$ cat src/rtl/pps_pkg.sv
// Shared types and helpers for the PPS frequency discipline loop.
package pps_pkg;

    localparam int INCR_W = 32;
    localparam int ERR_W  = 32;

    typedef enum logic [1:0] {
        ST_IDLE     = 2'd0,
        ST_ACQUIRE  = 2'd1,
        ST_TRACK    = 2'd2,
        ST_HOLDOVER = 2'd3
    } pps_state_e;

    // One closed PPS period handed from the counter to the servo pipeline.
    typedef struct packed {
        logic              vld;
        logic [INCR_W-1:0] cnt;
    } pps_sample_t;

    function automatic logic signed [ERR_W-1:0] sat_s33(input logic signed [ERR_W:0] v);
        if (v[ERR_W] != v[ERR_W-1])
            return v[ERR_W] ? {1'b1, {(ERR_W-1){1'b0}}} : {1'b0, {(ERR_W-1){1'b1}}};
        return v[ERR_W-1:0];
    endfunction

endpackage

$ cat src/rtl/pps_servo_calc.sv
// Servo pipeline: capture -> period error -> gain/clamp/apply, with lock tracking.
module pps_servo_calc
    import pps_pkg::*;
#(
    parameter logic [INCR_W-1:0] INCR_NOMINAL   = '0,
    parameter logic [INCR_W-1:0] INCR_MIN       = '0,
    parameter logic [INCR_W-1:0] INCR_MAX       = '1,
    parameter int unsigned       EXPECTED_TICKS = 1000,
    parameter int unsigned       KP_SHIFT       = 4,
    parameter int unsigned       MAX_STEP       = 4096,
    parameter int unsigned       LOCK_WINDOW    = 2,
    parameter int unsigned       LOCK_COUNT     = 3
) (
    input  logic              clk_pps,
    input  logic              reset_pps,
    input  logic              flush,
    input  logic              freeze,
    input  logic              hold_clr,
    input  pps_sample_t       sample,
    output logic [INCR_W-1:0] accum_incr,
    output logic              incr_update,
    output logic [ERR_W-1:0]  period_err,
    output logic              locked
);

    localparam int STAGES = 2;
    localparam logic signed [ERR_W:0]   EXP_S  = (ERR_W+1)'(EXPECTED_TICKS);
    localparam logic signed [47:0]      STEP_P = 48'(MAX_STEP);
    localparam logic signed [47:0]      STEP_N = -STEP_P;
    localparam logic signed [33:0]      STEP_P34 = 34'(MAX_STEP);
    localparam logic signed [33:0]      STEP_N34 = -STEP_P34;
    localparam logic signed [ERR_W-1:0] WIN_P  = ERR_W'(LOCK_WINDOW);
    localparam logic signed [ERR_W-1:0] WIN_N  = -WIN_P;
    localparam logic signed [33:0]      MIN_S  = {2'b00, INCR_MIN};
    localparam logic signed [33:0]      MAX_S  = {2'b00, INCR_MAX};
    localparam logic [31:0]             LCNT   = 32'(LOCK_COUNT);

    logic [STAGES:0]          vld_pipe;
    logic [INCR_W-1:0]        cap_cnt;
    logic signed [ERR_W-1:0]  err_q;
    logic signed [ERR_W-1:0]  err_next;
    logic signed [47:0]       corr_full;
    logic signed [33:0]       corr;
    logic signed [33:0]       incr_sum;
    logic [INCR_W-1:0]        incr_next;
    logic                     in_win;
    logic [31:0]              lock_cnt;

    always_comb begin
        err_next  = sat_s33(EXP_S - $signed({1'b0, cap_cnt}));
        corr_full = $signed({{(48-ERR_W){err_q[ERR_W-1]}}, err_q}) <<< KP_SHIFT;
        if (corr_full > STEP_P)
            corr = STEP_P34;
        else if (corr_full < STEP_N)
            corr = STEP_N34;
        else
            corr = corr_full[33:0];
        incr_sum = $signed({2'b00, accum_incr}) + corr;
        if (incr_sum > MAX_S)
            incr_next = INCR_MAX;
        else if (incr_sum < MIN_S)
            incr_next = INCR_MIN;
        else
            incr_next = incr_sum[INCR_W-1:0];
        in_win = (err_q <= WIN_P) && (err_q >= WIN_N);
    end

    always_ff @(posedge clk_pps or posedge reset_pps) begin
        if (reset_pps) begin
            vld_pipe   <= '0;
            cap_cnt    <= '0;
            err_q      <= '0;
            accum_incr <= INCR_NOMINAL;
            locked     <= 1'b0;
            lock_cnt   <= '0;
        end else begin
            // A frozen loop lets the final stage drain without writing.
            vld_pipe <= flush ? '0 : {vld_pipe[STAGES-1] & ~freeze, vld_pipe[STAGES-2:0], sample.vld};
            if (sample.vld)
                cap_cnt <= sample.cnt;
            if (vld_pipe[0] && !flush)
                err_q <= err_next;
            if (flush) begin
                accum_incr <= INCR_NOMINAL;
                locked     <= 1'b0;
                lock_cnt   <= '0;
            end else begin
                if (vld_pipe[STAGES-1] && !freeze) begin
                    accum_incr <= incr_next;
                    if (in_win) begin
                        if (lock_cnt < LCNT)
                            lock_cnt <= lock_cnt + 32'd1;
                        locked <= (lock_cnt + 32'd1 >= LCNT);
                    end else begin
                        lock_cnt <= '0;
                        locked   <= 1'b0;
                    end
                end
                // Holdover entry still lets a coincident increment write land.
                if (hold_clr) begin
                    locked   <= 1'b0;
                    lock_cnt <= '0;
                end
            end
        end
    end

    assign period_err  = err_q;
    assign incr_update = vld_pipe[STAGES];

endmodule

$ cat src/rtl/pps_discipline_ctrl.sv
// PPS discipline loop top: mode FSM, PPS watchdog and carry counter feeding the servo.
module pps_discipline_ctrl
    import pps_pkg::*;
#(
    parameter logic [INCR_W-1:0] INCR_NOMINAL   = 32'h0000_0000,
    parameter logic [INCR_W-1:0] INCR_MIN       = 32'h0000_0000,
    parameter logic [INCR_W-1:0] INCR_MAX       = 32'hFFFF_FFFF,
    parameter int unsigned       EXPECTED_TICKS = 1000,
    parameter int unsigned       KP_SHIFT       = 4,
    parameter int unsigned       MAX_STEP       = 4096,
    parameter int unsigned       LOCK_WINDOW    = 2,
    parameter int unsigned       LOCK_COUNT     = 3,
    parameter int unsigned       TIMEOUT_CYCLES = 200_000_000
) (
    input  logic              clk_pps,
    input  logic              reset_pps,
    input  logic              enable,
    input  logic              pps_in_pulse,
    input  logic              carry_in,
    output logic [INCR_W-1:0] accum_incr,
    output logic              incr_update,
    output logic [ERR_W-1:0]  period_err,
    output logic              locked,
    output logic              holdover,
    output logic [1:0]        state
);

    localparam logic [31:0] WD_LAST = 32'(TIMEOUT_CYCLES - 1);

    pps_state_e  st;
    logic [31:0] wd_cnt;
    logic [31:0] tick_cnt;
    logic [31:0] tick_inc;
    logic        hold_enter;
    pps_sample_t sample;

    always_comb begin
        tick_inc   = (carry_in && tick_cnt != '1) ? tick_cnt + 32'd1 : tick_cnt;
        hold_enter = enable && (st == ST_ACQUIRE || st == ST_TRACK) &&
                     !pps_in_pulse && (wd_cnt == WD_LAST);
    end

    // The coincident carry is folded into the closing period's count.
    assign sample = '{vld: enable && (st == ST_TRACK) && pps_in_pulse, cnt: tick_inc};

    always_ff @(posedge clk_pps or posedge reset_pps) begin
        if (reset_pps) begin
            st       <= ST_IDLE;
            holdover <= 1'b0;
            wd_cnt   <= '0;
            tick_cnt <= '0;
        end else if (!enable) begin
            st       <= ST_IDLE;
            holdover <= 1'b0;
            wd_cnt   <= '0;
            tick_cnt <= '0;
        end else begin
            tick_cnt <= tick_inc;
            unique case (st)
                ST_IDLE: begin
                    st     <= ST_ACQUIRE;
                    wd_cnt <= '0;
                end
                ST_ACQUIRE, ST_TRACK: begin
                    if (pps_in_pulse) begin
                        st       <= ST_TRACK;
                        wd_cnt   <= '0;
                        tick_cnt <= '0;
                    end else if (hold_enter) begin
                        st       <= ST_HOLDOVER;
                        holdover <= 1'b1;
                        wd_cnt   <= '0;
                    end else begin
                        wd_cnt <= wd_cnt + 32'd1;
                    end
                end
                ST_HOLDOVER: begin
                    if (pps_in_pulse) begin
                        st       <= ST_ACQUIRE;
                        holdover <= 1'b0;
                        wd_cnt   <= '0;
                        tick_cnt <= '0;
                    end
                end
            endcase
        end
    end

    assign state = st;

    pps_servo_calc #(
        .INCR_NOMINAL   (INCR_NOMINAL),
        .INCR_MIN       (INCR_MIN),
        .INCR_MAX       (INCR_MAX),
        .EXPECTED_TICKS (EXPECTED_TICKS),
        .KP_SHIFT       (KP_SHIFT),
        .MAX_STEP       (MAX_STEP),
        .LOCK_WINDOW    (LOCK_WINDOW),
        .LOCK_COUNT     (LOCK_COUNT)
    ) u_servo (
        .clk_pps     (clk_pps),
        .reset_pps   (reset_pps),
        .flush       (!enable),
        .freeze      (st == ST_HOLDOVER),
        .hold_clr    (hold_enter),
        .sample      (sample),
        .accum_incr  (accum_incr),
        .incr_update (incr_update),
        .period_err  (period_err),
        .locked      (locked)
    );

endmodule

$ cat config.mk
export PLATFORM = sky130hd
export DESIGN_NAME = pps_discipline_ctrl
export DESIGN_NICKNAME = d
export VERILOG_FILES = /design/src/rtl/pps_pkg.sv /design/src/rtl/pps_servo_calc.sv /design/src/rtl/pps_discipline_ctrl.sv
export SDC_FILE = /design/constraint.sdc
export NUM_CORES = 1
export LEC_CHECK = 0
export ABC_AREA = 1
export CORE_ASPECT_RATIO = 0.9
export CORE_MARGIN = 1
export CORE_UTILIZATION = 45
export CTS_CLUSTER_DIAMETER = 100
export CTS_CLUSTER_SIZE = 25
export DETAILED_ROUTE_END_ITERATION = 7
export GPL_TIMING_DRIVEN = 0
export PLACE_DENSITY_LB_ADDON = 0.25
export SETUP_SLACK_MARGIN = 0.1
export SLEW_MARGIN = 20
export SYNTH_ARGS = -nofsm -noshare
export SYNTH_HDL_FRONTEND = slang
export SYNTH_SLANG_ARGS = --single-unit
$ cat constraint.sdc
create_clock -name clk_pps -period 6.3 [get_ports clk_pps]
set_input_delay 0.63 -clock clk_pps [delete_from_list [all_inputs] [get_ports clk_pps]]
set_output_delay 0.63 -clock clk_pps [all_outputs]
set_load 0.1 [all_outputs]
==> results.md, run 1 <==
* Status: complete, no violations
* Post-synth ARST share at 1.000
* Arrival time worst endpoint at 4.64 ns
* Worst slew margin at 0.3426
* Hold Crit Class: flip-flop to flip-flop
* Worst Setup End Kind: flip-flop
* Final period util at 0.6856
* Max FO, Critical Path at 10
* Seq/Total Area, Yosys at 0.3577
* Clock Path Buffers at 2
* VDD IR-drop max at 0.0004372 V
* Vias in the first global route at 12500
* Worst-margin pin slew at 0.9830 ns
* DRT Pass-1 Iters at 5
* Fmax at 231.5 MHz
* Warnings from Yosys at 0
* Cells after synthesis at 2038
* Area grow syn2layout at 13.45%
* ANT cells at 0
* Detailed Route WL at 38060 µm
* Largest net degree at the start of global routing at 105
* RSZ-0062 raised after global routing: no
* Total track usage at 0.2522
* Synthesized flop and latch total at 196
* Clock skew at 0.01436 ns
* Row Count at 60
* Post-synth top flop: dfrtp_1
* Static Leak at 7.433 nW
* Initial antenna violation count at 0
* Gr ovfl total at 0
* Post-synth net total at 2081
* Setup TNS Final at 0 ns
* Hpwl dp at 29530 µm
* Critical path class: flip-flop to flip-flop
* Max-cap violations at 0
* First-pass GRT wire length at 62570 µm
* Starting Density at 0.4578
* Tmin final at 4.319 ns
* Die Width at 186.0 µm
* CP startpoint kind: flip-flop
* Number of DRC markers in iteration 0 at 886
* Via count at 13360
* Drt wl/cell at 14.96 µm
* Port bufs at 72
* Ports at 74
* Clock-pin slew on the worst setup and hold paths at 0.08 ns
* Hold Fails Final Rpt at 0
* DRC Markers at 0
* Postcts setup bufs at 0
* WP data required at 6.62 ns
* Post-synth cell types at 48
* Final worst slack at 1.981 ns
* RD Place Congestion at 0.9891
* Root Buffer: clkbuf_16
* Vert. Die Dim at 167.6 µm
* CTS sink cnt at 196
* Setup Viol. Count Final at 0
* Pre-CTS setup slack at 2.100 ns
* Htree depth at 4
* Worst-Skew Late Latency at 0.45 ns
* CTS Buf Count at 17
* Antenna viol nets, final at 0
* Power Density at 380.3 nW/µm²
* Avg Cell Area, Syn at 6.729 µm²
* Die ar. at 31180 µm²
* Core area at 29950 µm²
* Share of layout cells above drive strength 1 at 0.06396
* Post-cts resize count at 0
* Post-Syn Area at 13710 µm²
* Vias per inst at 5.248
* Fillcell total at 2966
* Final Net Count at 2173
* Hold_buf cts at 0
* CTS tree: done
* Hold_ws at 0.4899 ns
* Number of synthesized flops with an enable pin at 0
* Slew Viols, Final at 0
-- metrics by stage --
| step | util | instance area, µm² | instances | power [W] |
|---|---|---|---|---|
| 6_report | 0.5194 | 15560 | 2545 | 0.005917 |
| 2_1_floorplan | - | 13710 | 2038 | 0.004041 |
| 3_5_place_dp | 0.4999 | 14970 | 2514 | 0.004779 |
| 3_3_place_gp | 0.4987 | 14940 | 2513 | 0.004731 |
| 4_1_cts | 0.5194 | 15560 | 2545 | 0.005925 |
| 5_1_grt | 0.5194 | 15560 | 2545 | 0.006268 |
-- worst max-delay path: stages (launching register included) --
cell and delay, ns:
dfrtp_1 0.38, buf_2 0.34, nor2_1 0.08, nand2_1 0.07, nor2_1 0.04, nand2_1 0.11, nor2_1 0.08, inv_1 0.14
nand2_1 0.07, o22ai_1 0.55, nor2_1 0.10, ha_1 0.26, fa_1 0.39, nand2_1 0.08, inv_1 0.05, nand2_1 0.06
nand2_1 0.13, nand3_1 0.10, nand3_1 0.16, nand2_1 0.15, nand2_1 0.06, nand2_1 0.10, nand2_2 0.16, nand2_1 0.17
buf_4 0.23, o211ai_1 0.12
-- final cells by class --
class	count	area [µm²]	area share
plain buffers	68	369.1	0.02373
clock inverters	13	145.1	0.009329
repair buffers	73	748.2	0.04809
flip-flops and latches	196	4905	0.3153
inverters	238	900.9	0.05791
clock buffers	18	439.2	0.02823
multi-input cells	1536	7546	0.4850
well taps	403	504.2	0.03241
-- worst paths after layout --
| path | endpoint | slack [ns] | startpoint | depth (start not counted) |
|---|---|---|---|---|
| setup reg to reg | u_servo.accum_incr[10] | 1.98 | u_servo.period_err[31] | 25 |
| min in group asynchronous | wd_cnt[10] | 0.70 | reset_pps | 2 |
| hold / removal | u_servo.cap_cnt[30] | 0.49 | u_servo.cap_cnt[30] | 2 |
| setup / recovery | u_servo.accum_incr[10] | 1.98 | u_servo.period_err[31] | 25 |
| max in group asynchronous | u_servo.accum_incr[19] | 4.63 | reset_pps | 3 |
| hold reg to reg | u_servo.cap_cnt[30] | 0.49 | u_servo.cap_cnt[30] | 2 |
-- cells in the final DEF (no fill, tap or decap), types with 3 or more instances in the layout --
cell and instances:
o22ai_1 3, nor2_2 8, inv_1 227, a21oi_2 11, nand2_1 585, nand4_1 43, clkbuf_1 37, buf_4 14
clkinv_2 3, o211ai_1 12, a21oi_1 71, o21bai_1 11, clkdlybuf4s50_1 72, xor2_1 64, nand3_2 5, clkbuf_16 17
nand2_4 3, and3_1 5, inv_6 5, nand3b_1 8, buf_2 7, inv_2 9, ha_1 37, buf_6 7
nor4_1 12, buf_1 3, nand2_2 29, nor3_1 46, dfrtp_1 196, nand3_1 177, nor2_4 3, o21ai_0 51
xnor2_1 14, nor2_1 314
-- cell usage after synthesis (all sizes together) (3+ instances only) --
cell / instances / share of area
nor4: 13 / 0.0070
xnor2: 14 / 0.0089
nor2: 325 / 0.092
and3: 5 / 0.0023
o211ai: 12 / 0.0066
a21oi: 83 / 0.034
nand2: 617 / 0.18
o21bai: 11 / 0.0060
clkbuf: 37 / 0.010
nand4: 43 / 0.020
nor3: 49 / 0.019
dfrtp: 196 / 0.36
xor2: 64 / 0.041
inv: 237 / 0.065
buf: 31 / 0.017
o22ai: 3 / 0.0014
ha: 37 / 0.034
o21ai: 54 / 0.020
nand3: 182 / 0.068
nand3b: 8 / 0.0044
-- cell families after synthesis --
family                     after synthesis  share of synthesized area
adders and majority gates               38                    0.03522
and+or+nand+nor                       1249                     0.3924
DFF                                    196                     0.3577
xor gates and xnor gates                78                    0.04982
AOI/OAI and AO/OA                      171                    0.07281
buffers and inverters                  306                    0.09206
-- per-layer routing --
metal  track usage  wire (µm)
met1        0.3566      18520
met2        0.4012      17220
met3       0.04023       1719
met4       0.05987        601
met5             0          0
-- where the power goes --
group / total (W) / switching, W / internal (W)
registers: 0.00182 / 0.000326 / 0.00149
clock network: 0.00114 / 0.000535 / 0.000601
logic: 0.00296 / 0.00212 / 0.000844
total: 0.00592 / 0.00298 / 0.00294
-- state kept, by name, indices dropped and copies added, names as in the netlist, 2 cells and up --
signal / count
u_servo.cap_cnt: 32
u_servo.period_err: 32
u_servo.accum_incr: 29
tick_cnt: 32
wd_cnt: 32
u_servo.vld_pipe: 3
u_servo.lock_cnt: 32
state: 2
Power figures use the tool's default switching activity.
==> run 2, diff against run 1 <==
- clock period: 6.3 -> 3.8 ns (I/O delays scaled with it)
==> results.md, run 2 (synthesis gave the netlist of run 1 again) <==
* Status: complete, no violations
* Number of DRC markers in iteration 0 at 858 (-3.2%)
* Area grow syn2layout at 15.54%
* Worst-Skew Late Latency at 0.45 ns (about the same)
* Htree depth at 4 (unchanged)
* Die ar. at 31180 µm² (unchanged)
* Comb pwr share at 0.508 (+0.007)
* Initial antenna violation count at 0 (unchanged)
* Clock power frac at 0.183 (-0.009)
* RSZ-0062 raised after global routing: no
* Total track usage at 0.2533 (+0.001062)
* CTS tree: done
* Largest net degree at the start of global routing at 35 (-67%)
* Drt wl/cell at 14.90 µm (-0.39%)
* Psw at 0.004954 W (+66%)
* CTS Buf Count at 17 (unchanged)
* Commonest non-fill, non-tap cells in the layout: nand2_1, nor2_1, inv_1
* First-pass GRT wire length at 63080 µm (+0.82%)
* Via count at 13340 (-0.15%)
* Hold_ws at 0.3239 ns (-0.1660 ns)
* Critical path class: flip-flop to flip-flop
* Reg2Reg Setup Slack at 0.33 ns (-1.65 ns)
* Port bufs at 72 (unchanged)
* R2R Path End: u_servo.accum_incr[9]
* Arrival time worst endpoint at 3.79 ns (-0.85 ns)
* ANT cells at 0 (unchanged)
* Reg2Reg Depth at 25 (unchanged)
* Max FO, Critical Path at 10 (unchanged)
* Tmin final at 3.467 ns (-0.8525 ns)
* Ports at 74 (unchanged)
* Sw frac at 0.5039 (+0.0006239)
* Share of layout cells above drive strength 1 at 0.08302 (+0.01907)
* Vias per inst at 5.211 (-0.70%)
* Clock skew at 0.01759 ns (+0.003227 ns)
* Most common cell after layout, fill and taps aside: nand2_1
* Worst-margin pin slew at 0.9840 ns (+0.0009106 ns)
* Power Density at 620.5 nW/µm² (+63%)
* Hpwl dp at 29710 µm (+0.63%)
* CTS sink cnt at 196 (unchanged)
* CP startpoint kind: flip-flop
* Vert. Die Dim at 167.6 µm (unchanged)
* Static Leak at 7.521 nW (+1.2%)
* Hold Fails Final Rpt at 0 (unchanged)
* Worst slew margin at 0.3420 (-0.0006090)
* DRC Markers at 0 (unchanged)
* Worst Setup End Kind: flip-flop
* Critical path origin: u_servo.period_err[31]
* Slew Viols, Final at 0 (unchanged)
* RD Place Congestion at 0.9556 (-3.4%)
* Final worst slack at 0.3331 ns (-1.648 ns)
* Gr ovfl total at 0 (unchanged)
* Die Width at 186.0 µm (unchanged)
* Vias in the first global route at 12510 (+0.072%)
* Fmax at 288.4 MHz (+25%)
* Final period util at 0.9123 (+0.2267)
* Max-cap violations at 0 (unchanged)
* Internal power at 0.004877 W (+66%)
* Post-route cell area at 15840 µm² (+1.8%)
* Antenna viol nets, final at 0 (unchanged)
* Clock-pin slew on the worst setup and hold paths at 0.07 ns (about the same)
* Final Net Count at 2186 (+0.60%)
* DRT Pass-1 Iters at 8 (+3)
* Detailed Route WL at 38120 µm (+0.16%)
* Starting Density at 0.4578 (unchanged)
* Hold Crit Class: input pin to asynchronous set/reset pin
* Core area at 29950 µm² (unchanged)
* WP data required at 4.12 ns (-2.50 ns)
* Root Buffer: clkbuf_16
* Pre-CTS setup slack at -0.3532 ns (-2.453 ns)
* Hold_buf cts at 0 (unchanged)
* VDD IR-drop max at 0.0007189 V (+64%)
* Placed Area at 15080 µm² (+0.74%)
* Reg power frac at 0.308 (about the same)
* Clock Path Buffers at 2 (unchanged)
* FF-to-FF Start: u_servo.period_err[31]
* Row Count at 60 (unchanged)
* Setup Viol. Count Final at 0 (unchanged)
[run 2: cell types whose count changed in the layout (fill, tap and decap cells not counted), sizes merged]
cell	delta
buf	+13
bufinv	-1
clkbuf	+2
clkinv	+1
clkinvlp	+1
inv	-2
[run 2: layer usage]
layer  GRT usage  up-vias  wire length, µm
li1            -     6692                -
met1      0.3672     6256            18480
met2      0.3965      355            17190
met3     0.03784       32             2028
met4     0.05488        0              433
met5           0        -                0
[run 2: how the worst max path moves through the flow]
| stage | endpoint | depth (start not counted) |
|---|---|---|
| floorplan | u_servo.accum_incr[12] | 24 |
| global placement | u_servo.period_err[10] | 2 |
| detailed placement | u_servo.accum_incr[10] | 25 |
| CTS | u_servo.accum_incr[26] | 25 |
| global route | u_servo.accum_incr[9] | 20 |
| finish | u_servo.accum_incr[9] | 25 |
[run 2: layout make-up]
cell class | count | area [µm²]
fillers | 2989 | 14110
inverters | 238 | 897.1
clock buffers | 20 | 436.7
flip-flops and latches | 196 | 4920
multi-input cells | 1536 | 7655
repair buffers | 86 | 920.9
well taps | 403 | 504.2
clock inverters | 12 | 123.9
plain buffers | 68 | 386.6
[run 2: power by group through the flow]
| stage | clock, W | sequential (W) | combinational, W |
|---|---|---|---|
| floorplan | 0 | 0.00433 | 0.00238 |
| global placement | 0 | 0.00306 | 0.00479 |
| detailed placement | 0 | 0.00306 | 0.00487 |
| CTS | 0.00183 | 0.00303 | 0.00494 |
| global route | 0.00192 | 0.00309 | 0.00540 |
| finish | 0.00180 | 0.00303 | 0.00500 |
[run 2: per-stage QoR]
stage	utilization	total power, W	std cells	TNS, ns
final	0.5289	0.009831	2559	0
after global placement	0.4993	0.007847	2513	-160.46
after detailed placement	0.5036	0.007927	2519	-7.080
after global routing	0.5289	0.01042	2559	0
after floorplan	-	0.006712	2038	0
after CTS	0.5241	0.009797	2552	0
[run 2: what timing repair did]
item | CTS | global route
buffers inserted | 1 | 7
pin swaps | 1 | 8
endpoints found under the setup margin | 29 | 29
resized for setup | 7 | 22
[run 2: critical path, cell delays in order (launching register included)]
cell and delay [ns]:
dfrtp_2 0.38, buf_6 0.17, nor2_1 0.06, nand2_1 0.06, nor2_1 0.04, nand2_1 0.13, nor2_2 0.06, inv_2 0.09
nand2_2 0.07, o22ai_4 0.20, nor2_1 0.07, ha_1 0.22, fa_1 0.40, nand2_1 0.09, inv_1 0.06, nand2_1 0.08
nand2_2 0.09, nand3_1 0.10, nand3_2 0.12, nand2_1 0.11, nand2_1 0.06, nand2_1 0.12, nand2_4 0.12, nand2_2 0.15
buf_8 0.16, o211ai_1 0.10
==> run 3, diff against run 2 <==
- CTS_BUF_LIST: not set -> sky130_fd_sc_hd__clkbuf_4
- REMOVE_ABC_BUFFERS: not set -> 1
==> results.md, run 3 (synthesis gave the netlist of run 1 again) <==
* Max FO, Critical Path at 8 (-2)
* Worst-margin pin slew at 1.082 ns (+0.09815 ns)
* Die Width at 186.0 µm (unchanged)
* CTS sink cnt at 196 (unchanged)
* Commonest non-fill, non-tap cells in the layout: nand2_1, nor2_1, inv_1
* CP dominant cell by count: nand2_1
* DRC Markers at 0 (unchanged)
* Hold Fails Final Rpt at 0 (unchanged)
* CTS tree: done
* Worst-path cell chain: nor2_1 -> nand2_1 -> nor2_1 -> nand2_1 -> nor2_1 -> inv_1 -> nand2_1 -> o22ai_4 -> nor2_1 -> ha_1 -> fa_1 -> nand2_1 -> inv_1 -> nand2_1 -> nand2_1 -> nand3_1 -> nand3_2 -> nand2_1 -> nand2_1 -> nand2_2 -> nand2_8 -> o21bai_1 -> nand2_1 -> nand2_1
* First-pass GRT wire length at 61110 µm (-3.1%)
* Root Buffer: clkbuf_4
* Fmax at 294.2 MHz (+2.0%)
* Total track usage at 0.2432 (-0.01015)
* Htree depth at 4 (unchanged)
* WP data required at 4.32 ns (+0.20 ns)
* Util after Layout at 0.5074 (-0.02155)
* Clock Path Buffers at 2 (unchanged)
* Worst-Skew Late Latency at 0.62 ns (+0.17 ns)
* Starting Density at 0.4578 (unchanged)
* Fillcell total at 3036 (+1.6%)
* RD Place Congestion at 0.9286 (-2.8%)
* Clock-pin slew on the worst setup and hold paths at 0.18 ns (+0.11 ns)
* Share of layout cells above drive strength 1 at 0.07119 (-0.01183)
* Reg2Reg Setup Slack at 0.40 ns (+0.07 ns)
* Initial antenna violation count at 1 (+1)
* Worst slew margin at 0.2763 (-0.06564)
* PnR Total Power at 0.009094 W (-7.5%)
* Max-cap violations at 0 (unchanged)
* Arrival time worst endpoint at 3.92 ns (+0.13 ns)
* Final period util at 0.8943 (-0.01799)
* Gr ovfl total at 0 (unchanged)
* Die ar. at 31180 µm² (unchanged)
* Reg2Reg Depth at 24 (-4.0%)
* Slowest cell on crit path: dfrtp_1
* Number of DRC markers in iteration 0 at 858 (unchanged)
* DRT Pass-1 Iters at 5 (-3)
* CTS Buf Count at 17 (unchanged)
* Critical path class: flip-flop to flip-flop
* Via count at 12790 (-4.1%)
* RSZ-0062 raised after global routing: no
* Clock skew at 0.02722 ns (+0.009629 ns)
* Hold_buf cts at 0 (unchanged)
* Tmin final at 3.399 ns (-0.06836 ns)
* Max stage delay on crit path at 0.46 ns (+0.06 ns)
* Vias in the first global route at 12380 (-1.0%)
* Setup Viol. Count Final at 0 (unchanged)
* Core area at 29950 µm² (unchanged)
* Non-filler cells, final at 2498 (-2.4%)
* Drt wl/cell at 14.61 µm (-1.9%)
* Worst Setup End Kind: flip-flop
* Antenna viol nets, final at 0 (unchanged)
* Largest net degree at the start of global routing at 93 (+170%)
* Status: complete, no violations
* Power Density at 598.3 nW/µm² (-3.6%)
* Detailed Route WL at 36500 µm (-4.3%)
* Most common cell after layout, fill and taps aside: nand2_1
* Slew Viols, Final at 0 (unchanged)
* Vias per inst at 5.118 (-1.8%)
* Row Count at 60 (unchanged)
* Hold Crit Class: input pin to asynchronous set/reset pin
* Vert. Die Dim at 167.6 µm (unchanged)
* Ports at 74 (unchanged)
* CP startpoint kind: flip-flop
* Final Net Count at 2123 (-2.9%)
* VDD IR-drop max at 0.0006622 V (-7.9%)
* Area grow syn2layout at 10.83%
* Cell count after placement at 2449 (-2.8%)
* Static Leak at 7.212 nW (-4.1%)
* Port bufs at 73 (+1.4%)
* FF-to-FF Start: u_servo.period_err[28]
* Hpwl dp at 27090 µm (-8.8%)
* R2R Path End: u_servo.accum_incr[21]
[run 3: metrics by stage]
| stage | instance area [µm²] | setup WS, ns | setup TNS [ns] | hold slack [ns] |
|---|---|---|---|---|
| after floorplan | 13340 | -1.921 | -387.98 | 0.4491 |
| after global placement | 14580 | -4.717 | -962.01 | 0.4693 |
| after detailed placement | 14690 | -1.158 | -28.31 | 0.4711 |
| after CTS | 15020 | 0.1437 | 0 | 0.04844 |
| after global routing | 15200 | 0.1136 | 0 | 0.03327 |
| final | 15200 | 0.4015 | 0 | 0.08032 |
[run 3: how the worst max path moves through the flow]
stage,start,to,slack [ns]
floorplan,reset_pps,holdover,-1.92
global placement,reset_pps,tick_cnt[1],-4.72
detailed placement,u_servo.period_err[31],u_servo.accum_incr[10],-1.16
CTS,u_servo.period_err[23],u_servo.accum_incr[10],0.14
global route,u_servo.period_err[31],u_servo.accum_incr[30],0.11
finish,u_servo.period_err[28],u_servo.accum_incr[21],0.40
[run 3: routing by layer]
layer  routed length (µm)  global-route usage  vias to the layer above
met1                17460              0.3333                     5905
li1                     -                   -                     6565
met4                  750             0.07270                        0
met3                 1185             0.02827                       53
met5                    0                   0                        -
met2                17100              0.4002                      263
[run 3: cell type report]
class,count,area (µm²),area share
Sequential cell,196,4922,0.3239
Antenna cell,2,5.005,0.0003293
Clock buffer,18,135.1,0.008891
Clock inverter,14,133.9,0.008809
Timing Repair Buffer,89,914.6,0.06018
Inverter,238,905.9,0.05960
Tap cell,403,504.2,0.03318
Multi-Input combinational cell,1538,7677,0.5051
[run 3: critical path, delay by kind of cell, from the launching register on]
kind / cells / cell delay, ns
AND/OR/NAND/NOR: 18 / 1.63
adder cells (fa/ha/maj): 2 / 0.62
flip-flops: 1 / 0.46
AO/OA/AOI/OAI: 2 / 0.43
buffers and inverters: 2 / 0.16
[run 3: what timing repair did]
| action | 4_1_cts | 5_1_grt |
|---|---|---|
| buffers inserted | 4 | 9 |
| setup endpoints to repair | 29 | 29 |
| pin swaps | 0 | 3 |
| gates cloned | 0 | 2 |
| gates resized for setup | 6 | 26 |
[run 3: where the power goes]
part	switching (W)	leakage (nW)	total [W]	internal, W
Combinational	0.00350	4.46	0.00493	0.00143
Sequential	0.000537	2.61	0.00303	0.00249
Clock	0.000840	0.146	0.00114	0.000299
==> RTL change 1, RTL diff (flow settings as in run 3) <==
Make the reset (`reset_pps`) synchronous in 2 clocked blocks.
--- a/src/rtl/pps_servo_calc.sv
+++ b/src/rtl/pps_servo_calc.sv
@@ -65,7 +65,7 @@
         in_win = (err_q <= WIN_P) && (err_q >= WIN_N);
     end
 
-    always_ff @(posedge clk_pps or posedge reset_pps) begin
+    always_ff @(posedge clk_pps) begin
         if (reset_pps) begin
             vld_pipe   <= '0;
             cap_cnt    <= '0;
--- a/src/rtl/pps_discipline_ctrl.sv
+++ b/src/rtl/pps_discipline_ctrl.sv
@@ -43,7 +43,7 @@
     // The coincident carry is folded into the closing period's count.
     assign sample = '{vld: enable && (st == ST_TRACK) && pps_in_pulse, cnt: tick_inc};
 
-    always_ff @(posedge clk_pps or posedge reset_pps) begin
+    always_ff @(posedge clk_pps) begin
         if (reset_pps) begin
             st       <= ST_IDLE;
             holdover <= 1'b0;
Check against the original RTL: differs if reset_pps is asserted again (counterexample within 4 cycles, from zero or initial values and one cycle with reset_pps high); with reset_pps held inactive, the same outputs for 4 cycles.
==> RTL change 1 against run 3 <==
  * Synthesized area decreased by 4.5%
  * Routed wire length grew 1.1%
  * Sequential cell count stayed put
  * Worst hold slack gained 0.41 ns
  * Global-route usage increased by 0.59 points
  * Design area fell by 4.2%
  * Largest cell class unchanged
  * Setup slack worse by 0.14 ns
Power is not compared: it rests on default switching activity, and its combinational part moved more than twofold at a synthesized area within 25%.
==> RTL change 1: results (changes against run 3) <==
setup_path:
  arrival_ns: 4.02  # +0.10 ns
  slowest_delay_ns: 0.44  # -0.02 ns
  cp_slowest_cell: "dfxtp_1"
routing:
  viasPerCell: 5.36  # +4.7%
  dr.pass1.iters: 8  # +3
  drt_iter0_markers: 893  # +4.1%
  wl_per_cell_um: 15.6  # +6.6%
  dr_total_vias: 12700  # -0.69%
global_routing:
  grt_pass1_vias: 11800  # -5.1%
  grt_pass1_wl_um: 59700  # -2.3%
  antenna_found_initial: 3  # +2
  track_usage_pct: 24.9  # +0.59 points
outcome:
  status: "completed"
synthesis:
  seq_area_frac_synth_pct: 30.0  # -5.8 points
  synth_common_cells: "nand2_1, nor2_1, inv_1, dfxtp_1, a21oi_1"
  ys.flop_type: "dfxtp_1"
  postSynthCellCount: 1963  # -3.7%
  synthArstFlopShare_pct: 0  # -100 points
  synth_cell_types: 51  # +6.3%
placed_design:
  dp.cells: 2323  # -5.1%
  dp_hpwl_um: 27500  # +1.5%
  dpl_cell_area_mm2: 0.0140  # -4.8%
  gp_congestion: 0.924  # -0.50%
cells_and_area:
  fillers: 2878  # -5.2%
  drive_gt1_share_pct: 11.2  # +4.1 points
hold_path:
  hp-class: "flop to flop"
sta:
  skew_ns: 0.0321  # +0.00484 ns
  slew_headroom_pct: 25.0  # -2.6 points
RTL change 1: changes by cell type after synthesis, moves of 31 or more:
cell	run 3	this run
dfrtp_1	196	0
dfxtp_1	0	196
nand2_1	585	498
nor2_1	314	228
nand3_1	177	106
a21oi_1	71	114
inv_1	228	197
RTL change 1: logic make-up (layout without fill, tap and decap cells):
group | count (synthesis) | after routing | share of synthesized area, %
other | 0 | 2 | 0
adders and majority gates | 38 | 38 | 3.69
AOI/OAI and AO/OA | 284 | 284 | 12.8
xor gates and xnor gates | 102 | 102 | 6.82
and+or+nand+nor | 1038 | 1041 | 36.8
buffers and inverters | 305 | 347 | 9.91
DFF | 196 | 196 | 30.0
RTL change 1: final timing paths:
check                    startpoint                      to  slack (ns)  depth (start not counted)
max          u_servo.period_err[22]  u_servo.accum_incr[16]        0.27                         19
max reg2reg  u_servo.period_err[22]  u_servo.accum_incr[16]        0.27                         19
min reg2reg      u_servo.cap_cnt[0]   u_servo.period_err[0]        0.50                          2
min              u_servo.cap_cnt[0]   u_servo.period_err[0]        0.50                          2
RTL change 1: per-layer routing:
metal	up-vias	routed length, um	global-route usage [%]
li1	6460	-	-
met1	5866	17400	33.5
met2	311	16800	41.3
met3	59	1810	3.41
met5	-	8	0
met4	2	886	7.63
RTL change 1: final cells by class:
| type | count | share of cell area, % |
|---|---|---|
| Clock buffer | 17 | 0.877 |
| Sequential cell | 196 | 27.0 |
| Inverter | 227 | 5.92 |
| Tap cell | 360 | 3.10 |
| Clock inverter | 15 | 1.26 |
| Antenna cell | 2 | 0.0344 |
| Timing Repair inverter | 1 | 0.0430 |
| Multi-Input combinational cell | 1465 | 55.3 |
| Timing Repair Buffer | 87 | 6.41 |
RTL change 1: critical path, delay by kind of cell, from the launching register on:
family | cells | cell delay [ns]
compound gates | 3 | 0.55
fa+ha+maj | 2 | 0.64
flops | 1 | 0.44
simple gates | 14 | 1.75
RTL change 1: stage by stage:
| step | hold WS [ns] | utilization, % | power (mW) | setup WS [ns] | setup TNS, ns |
|---|---|---|---|---|---|
| floorplan | 0.452 | - | 2.40 | -0.451 | -11.65 |
| global placement | 0.471 | 48.9 | 2.49 | -1.03 | -40.92 |
| detailed placement | 0.479 | 49.4 | 2.52 | -0.599 | -15.81 |
| CTS | 0.501 | 50.8 | 3.77 | 0.113 | 0 |
| global route | 0.517 | 51.4 | 3.88 | 0.0690 | 0 |
| finish | 0.495 | 51.4 | 3.73 | 0.266 | 0 |
RTL change 1: what timing repair did:
item,4_1_cts,5_1_grt
gates resized for setup,9,29
pin swaps,1,7
setup buffers,4,5
setup endpoints to repair,29,29
gates cloned,1,3
==> RTL change 2, RTL diff (flow settings as in run 3) <==
Made on the original files. Change the localparam `STAGES` of `pps_servo_calc` from 2 to 4.
--- a/src/rtl/pps_servo_calc.sv
+++ b/src/rtl/pps_servo_calc.sv
@@ -23,7 +23,7 @@
     output logic              locked
 );
 
-    localparam int STAGES = 2;
+    localparam int STAGES = 4;
     localparam logic signed [ERR_W:0]   EXP_S  = (ERR_W+1)'(EXPECTED_TICKS);
     localparam logic signed [47:0]      STEP_P = 48'(MAX_STEP);
     localparam logic signed [47:0]      STEP_N = -STEP_P;
Function: same outputs for any inputs over 4 cycles, from zero or initial values and one cycle with reset_pps high; that may be too few to reach the edited logic, so the function may still have changed.
==> RTL change 2 against run 3 <==
  * Worst hold slack worse by 0.026 ns
  * Design area up 0.65%
  * Routed wire length down 0.57%
  * Largest power group unchanged
  * First-iteration DRC count decreased by 5.7%
  * Setup slack worse by 0.045 ns
  * Power rose by 0.11%
  * Count of clock-buffer cells in the layout did not move
  * Critical path type unchanged
  * Synthesized area grew 1.1%
  * Critical endpoint is now u_servo.accum_incr[5]
  * Combinational power decreased by 3%
  * Die area grew 1.1%
  * Clock power is 12% higher
  * Sequential cell count increased by 2
==> RTL change 2: results (changes against run 3) <==
synthesis:
  synth_cell_types: 53  # +10%
  seq_area_frac_synth_pct: 35.7  # -0.039 points
  avgSynthCellArea_um2: 6.78  # +0.83%
  synthAdderAreaFrac_pct: 3.48  # -0.039 points
  synth_common_cells: "nand2_1, nor2_1, inv_1, dfrtp_1, nand3_1"
  synth-compound-area-share_pct: 7.05  # -0.23 points
  syn-cell-area_mm2: 0.0139  # +1.1%
  synthArstFlopShare_pct: 100  # unchanged
  synth_area_leaders: "dfrtp_1, nand2_1, nor2_1"
  synth_xor_area_share_pct: 5.37  # +0.39 points
clock_network:
  cts_root_buffer: "clkbuf_4"
  cts.sinks: 198  # +1.0%
  cts_made_buffers: 17  # unchanged
placed_design:
  place_ws_ns: -0.702  # +0.456 ns
  gp_congestion: 0.951  # +2.5%
  dp_hpwl_um: 27100  # +0.12%
routing:
  routed_wl_um: 36300  # -0.57%
  dr.pass1.iters: 6  # +1
  viasPerCell: 5.17  # +0.95%
  dr_total_vias: 12900  # +0.70%
  drt_iter0_markers: 809  # -5.7%
power_and_ir_drop:
  power_switching_mw: 4.82  # -1.2%
  ir_drop_mv: 0.345  # -48%
  power_frac_comb_pct: 52.5  # -1.7 points
  p_leak_nw: 7.38  # +2.4%
global_routing:
  track_usage_pct: 23.5  # -0.77 points
  grt_pass1_vias: 12000  # -2.9%
  grt_pass1_wl_um: 60600  # -0.76%
  grt_start_max_net_pins: 96  # +3.2%
sta:
  max_slew.worst_pin.slew_ns: 1.08  # -0.00353 ns
  holdWs_ns: 0.0539  # -0.0265 ns
  skew_ns: 0.0342  # +0.00699 ns
outcome:
  status: "completed"
cells_and_area:
  signal_buffers: 78  # -12%
  multi_input_comb_cells: 1556  # +1.2%
  layout.nets: 2118  # -0.24%
  final_cell_area_mm2: 0.0153  # +0.65%
  inverters_excl_clock: 224  # -5.9%
  seq_share_pct: 32.5  # +0.069 points
  multi_input_area_mm2: 0.00781  # +1.8%
  drive_gt1_share_pct: 6.42  # -0.70 points
  fillers: 3034  # -0.066%
  num_antenna_cells: 1  # -1
  bufAreaShareNonClock_pct: 5.46  # -0.55 points
  clk_share_pct: 2.10  # +0.33 points
setup_path:
  arrival_ns: 3.93  # about the same
  reg2regPathDepth: 17  # -29%
  crit_fanout: 8  # unchanged
  slowest_delay_ns: 0.55  # +0.09 ns
  r2r_setup_slack_ns: 0.36  # -0.05 ns
-- RTL change 2: changes by cell type after synthesis, moves of 6 or more --
cell and delta:
inv_1 -12, nor4_1 +11, nor2_1 +11, buf_2 +9, nand3_2 +6, nor3_1 -6
nand2_1 +8
-- RTL change 2: cells by family after synthesis --
kind of cell / count (synthesis)
xor gates and xnor gates: 85
AOI/OAI and AO/OA: 164
adders and majority gates: 38
DFF: 198
and+or+nand+nor: 1266
buffers and inverters: 293
-- RTL change 2: power by group through the flow --
| stage | clock (mW) | sequential [mW] | combinational, mW |
|---|---|---|---|
| 3_3_place_gp | 0 | 3.10 | 4.55 |
| 4_1_cts | 1.33 | 3.02 | 4.76 |
| 6_report | 1.28 | 3.04 | 4.78 |
| 3_5_place_dp | 0 | 3.12 | 4.62 |
| 5_1_grt | 1.41 | 3.10 | 5.25 |
| 2_1_floorplan | 0 | 4.31 | 2.28 |
-- RTL change 2: timing repair --
| action | CTS | global route |
|---|---|---|
| pin swaps | 0 | 3 |
| resized for setup | 6 | 11 |
| setup buffers | 2 | 0 |
| cloned | 0 | 3 |
| endpoints found under the hold margin | 0 | 0 |
| setup endpoints to repair | 29 | 29 |
-- RTL change 2: path summary, 6_finish.rpt --
kind,startpoint,to
hold / removal,reset_pps,wd_cnt[19]
hold reg to reg,u_servo.vld_pipe[2],u_servo.vld_pipe[3]
setup / recovery,u_servo.period_err[6],u_servo.accum_incr[5]
max in group asynchronous,reset_pps,u_servo.period_err[31]
min in group clk_pps,u_servo.vld_pipe[2],u_servo.vld_pipe[3]
setup reg to reg,u_servo.period_err[6],u_servo.accum_incr[5]
-- RTL change 2: routing by layer --
layer,global-route usage (%),wire (um)
met5,0,0
met4,5.49,454
met3,3.07,1390
met2,38.4,16500
met1,33.2,18000
